## config.mk

```make
export PLATFORM = sky130hd
export DESIGN_NAME = msg_byte_sequencer
export DESIGN_NICKNAME = d
export VERILOG_FILES = /design/src/rtl/emds_pkg.sv /design/src/rtl/msg_byte_sequencer.sv
export SDC_FILE = /design/constraint.sdc
export NUM_CORES = 2
export LEC_CHECK = 0
export BUFFER_PORTS_ARGS = -buffer_cell sky130_fd_sc_hd__buf_2
export CORE_AREA = 5 5 639 641
export DETAILED_ROUTE_END_ITERATION = 7
export DIE_AREA = 0 0 644 646
export PLACE_DENSITY = 0.33
export REMOVE_ABC_BUFFERS = 1
export SLEW_MARGIN = 10
export SYNTH_ARGS = -nofsm -noshare
export SYNTH_HDL_FRONTEND = slang
export SYNTH_SLANG_ARGS = --single-unit
```

## constraint.sdc

```tcl
create_clock -name clock -period 6.85 [get_ports clock]
set_clock_uncertainty 0.15 [all_clocks]
set_input_delay 0 -clock clock [delete_from_list [all_inputs] [get_ports clock]]
set_output_delay 0 -clock clock [all_outputs]
set_load 0.1 [all_outputs]
```

## src/rtl/emds_pkg.sv

```systemverilog
// emds_pkg: shared FSM state type and default message size for msg_byte_sequencer
package emds_pkg;

    localparam int MSG_BYTES_DEFAULT = 100;

    typedef enum logic [1:0] {
        S_IDLE,
        S_SEND,
        S_WAIT,
        S_DONE
    } state_t;

endpackage

```

## src/rtl/msg_byte_sequencer.sv

```systemverilog
// msg_byte_sequencer: streams a captured message byte-by-byte through a cipher core and reassembles the results (NUL_TERMINATE_EN: stop at first 8'h00)
module msg_byte_sequencer
    import emds_pkg::*;
#(
    parameter int MSG_BYTES = MSG_BYTES_DEFAULT
) (
    input  logic                           clock,
    input  logic                           reset,
    input  logic                           start,
    input  logic [8*MSG_BYTES-1:0]         in_message,
    output logic                           core_in_valid,
    output logic [7:0]                     core_in_byte,
    input  logic                           core_in_ready,
    input  logic                           core_out_valid,
    input  logic [7:0]                     core_out_byte,
    output logic [8*MSG_BYTES-1:0]         out_message,
    output logic [$clog2(MSG_BYTES+1)-1:0] byte_count,
    output logic                           busy,
    output logic                           done
);

    localparam int MW = 8 * MSG_BYTES;
    localparam int IW = (MSG_BYTES > 1) ? $clog2(MSG_BYTES) : 1;
    localparam int CW = $clog2(MSG_BYTES + 1);

    state_t        state_q, state_d;
    logic [MW-1:0] buf_q, buf_d;
    logic [MW-1:0] out_q, out_d;
    logic [IW-1:0] idx_q, idx_d;
    logic [CW-1:0] cnt_q, cnt_d;
    logic [7:0]    cur_byte;
    logic          nul;

    assign cur_byte = buf_q[8*idx_q +: 8];

`ifdef NUL_TERMINATE_EN
    assign nul = (cur_byte == 8'h00);
`else
    assign nul = 1'b0;
`endif

    // next-state, byte select/insert and handshake outputs
    always_comb begin
        state_d       = state_q;
        buf_d         = buf_q;
        out_d         = out_q;
        idx_d         = idx_q;
        cnt_d         = cnt_q;
        core_in_valid = 1'b0;
        core_in_byte  = 8'h00;
        case (state_q)
            S_IDLE: begin
                if (start) begin
                    buf_d   = in_message;
                    out_d   = '0;
                    cnt_d   = '0;
                    idx_d   = IW'(MSG_BYTES - 1);
                    state_d = S_SEND;
                end
            end
            S_SEND: begin
                if (nul) begin
                    state_d = S_DONE;
                end else begin
                    core_in_valid = 1'b1;
                    core_in_byte  = cur_byte;
                    if (core_in_ready) state_d = S_WAIT;
                end
            end
            S_WAIT: begin
                if (core_out_valid) begin
                    out_d[8*idx_q +: 8] = core_out_byte;
                    cnt_d               = cnt_q + CW'(1);
                    if (idx_q == '0) begin
                        state_d = S_DONE;
                    end else begin
                        idx_d   = idx_q - IW'(1);
                        state_d = S_SEND;
                    end
                end
            end
            default: state_d = S_IDLE;
        endcase
    end

    // state registers; reset wins over every other input
    always_ff @(posedge clock) begin
        if (reset) begin
            state_q <= S_IDLE;
            buf_q   <= '0;
            out_q   <= '0;
            idx_q   <= '0;
            cnt_q   <= '0;
        end else begin
            state_q <= state_d;
            buf_q   <= buf_d;
            out_q   <= out_d;
            idx_q   <= idx_d;
            cnt_q   <= cnt_d;
        end
    end

    assign out_message = out_q;
    assign byte_count  = cnt_q;
    assign busy        = (state_q == S_SEND) || (state_q == S_WAIT);
    assign done        = (state_q == S_DONE);

endmodule

```

==> flow_summary.toml <==
[status]
status = "completed"

[grt]
overflow = 0
antenna_found_initial = 79
grt_max_degree = 204
grt.total_usage_pct = 19.2
grt_pass1_vias = 71700
grt_pass1_wl_um = 573000

[synth]
yosysTopAreaCell = "dfxtp_1"
netlist_instances = 7125
seq_area_frac_synth_pct = 51.7
synth_seq_cells = 1616
synth_warnings = 0
synthesis.area_um2 = 62600
synthTopCellsByArea = "dfxtp_1, nand2_1, a21oi_1"
avgSynthCellArea_um2 = 8.79
synth.distinct_cells = 77
synthFlopType = "dfxtp_1"
synth_top_area_share_pct = 51.7
async_flop_share_pct = 0
synth-edff-count = 0

[routing]
drt_iter0_drc = 3859
viasPerCell = 4.31
wl_per_cell_um = 26.3
ant_nets = 0
drc = 0
firstDrtPassIters = 6
vias = 68800
wl_um = 420000

[floorplanning]
start_util_pct = 15.6
ios = 1631
die_w_um = 644
core_um2 = 402000
rows = 233
die_y_um = 646
die_area_um2 = 416000

[sta]
drv_slew = 0
tightest_slew_ps = 1250
period_needed_ps = 5460
rsz0062_at_grt = "false"
worst_slack_ps = 1390
finalSetupViolCount = 0
fin_tns_setup_ps = 0
fmax_mhz = 183
hold_viol_final = 0
relSlewSlack_pct = 16.4
period_share_pct = 79.7

[place]
dp_worst_setup_slack_ps = 1510
routabilityCongestion = 0.851
hpwl_um = 312000
place_inst = 13600
port-buffer-count = 1630

[worst_hold_path]
worstHoldPathType = "in2reg"

[setup_path]
rrSetupSlack_ps = 1550
r2r_end = "out_message[98]$_SDFFE_PP0P_"
cp-end-kind = "primary output"
worstSetupStartpointType = "register"
crit_path_max_fanout = 73
critPathArrivalTime_ps = 5310
crit_required_ps = 6700
rr_startpoint = "idx_q[0]$_SDFFE_PP0P_"
cp-startpoint = "idx_q[0]$_SDFFE_PP0P_"
crit_type = "reg2out"
endpoint = "core_in_byte[6]"
reg2regPathDepth = 11

[final_layout]
fin_cells = 16000
area_growth_syn_to_layout_pct = 64.4
seq_area_um2 = 32400
final_cell_mix = "nand2_1, dlygate4sd3_1, buf_2"
multiInputGateArea_um2 = 28500
final_common_cell = "nand2_1"
nets = 11300
drive_gt1_share_pct = 22.1
nFillCells = 43500

[clock_tree]
cts_setup_buffers = 0
cts_tree = "yes"
htree_levels = 4
clock_path_buffers = 4
cts_sinks = 1616
numCtsBuffers = 201
insertion_delay_ps = 900
clockRootBuffer = "clkbuf_16"
path_clk_slew_ps = 70

[power]
total_power_mw = 32.0
p_leak_nw = 41.0
p_per_area_nw_per_um2 = 311
peakVddDrop_mv = 0.232

[run]
max_cap_viol_count = 0
[cells in the mapped netlist (all sizes together), types with 31 or more instances]
cell and number:
nand2 1952, o21ai 217, and2 32, nor2 183, mux2i 152, a21oi 1024, dfxtp 1616, o31ai 41
nand4 31, o2bb2ai 71, clkbuf 434, mux4 129, buf 126, nor3 47, a22oi 88, nand3 327
a32o 78, a22o 244
[registers in the layout (all words and copies together), names as in the netlist]
name	cells
buf_q	800
byte_count	7
state_q	2
idx_q	7
out_message	800
[kinds of logic after synthesis]
logic type | Yosys count | share of synthesized area [%]
and+or+nand+nor | 2720 | 18.2
AOI/OAI and AO/OA | 1905 | 18.9
DFF | 1616 | 51.7
buffers and inverters | 574 | 3.61
muxes | 294 | 7.31
xor gates and xnor gates | 9 | 0.150
adders and majority gates | 7 | 0.140
[per-stage QoR]
stage / area, um^2 / util (%) / hold slack, ps
after floorplan: 60400 / - / -80.9
after global placement: 76800 / 19.1 / 94.0
after detailed placement: 76900 / 19.1 / 98.2
after CTS: 103000 / 25.6 / 25.1
after global routing: 103000 / 25.6 / 70.2
final: 103000 / 25.6 / 145
[power breakdown]
| part | leakage [nW] | switching [mW] | internal [mW] |
|---|---|---|---|
| clock network | 3.25 | 4.57 | 6.43 |
| registers | 13.1 | 0.451 | 10.3 |
| logic | 24.6 | 7.06 | 3.19 |
[routing by layer]
| metal | GRT usage (%) | routed length (um) | vias up |
|---|---|---|---|
| met5 | 0 | 139 | - |
| met4 | 9.05 | 22900 | 26 |
| met3 | 3.19 | 18900 | 796 |
| met2 | 35.8 | 218000 | 2284 |
| met1 | 20.9 | 160000 | 33900 |
| li1 | - | - | 31800 |
[final cells by class]
| cell class | instances | area share (%) |
|---|---|---|
| repair buffers | 3692 | 27.8 |
| well taps | 5287 | 6.43 |
| clock buffers | 296 | 5.73 |
| flip-flops and latches | 1616 | 31.5 |
| multi-input cells | 4935 | 27.7 |
| diodes | 56 | 0.136 |
| clock inverters | 59 | 0.720 |
| inverters | 14 | 0.0511 |
[worst max-delay path, stage by stage, from the launching register on]
cell and delay, ps:
dfxtp_4 440, buf_12 380, buf_4 770, nand2_1 490
a211oi_1 380, a221oi_1 160, buf_4 250, a221oi_1 290
nand4b_1 420, o311a_1 280, buf_2 310
[worst min-delay path by stage]
stage / start / end / slack [ps] / depth (start not counted)
CTS: core_out_byte[7] / out_message[7]$_SDFFE_PP0P_ / 30 / 4
global route: core_out_byte[7] / out_message[151]$_SDFFE_PP0P_ / 70 / 4
finish: core_out_byte[7] / out_message[7]$_SDFFE_PP0P_ / 150 / 4
floorplan: reset / buf_q[0]$_SDFFE_PP0P_ / -80 / 1
global placement: in_message[494] / buf_q[494]$_SDFFE_PP0P_ / 90 / 3
detailed placement: in_message[266] / buf_q[266]$_SDFFE_PP0P_ / 100 / 3
[repair_timing]
item / 4_1_cts / 5_1_grt
gates resized for setup: 0 / 0
hold endpoints to repair: 1177 / 0
hold buffers: 1916 / 0
(Power assumes the default switching activity.)
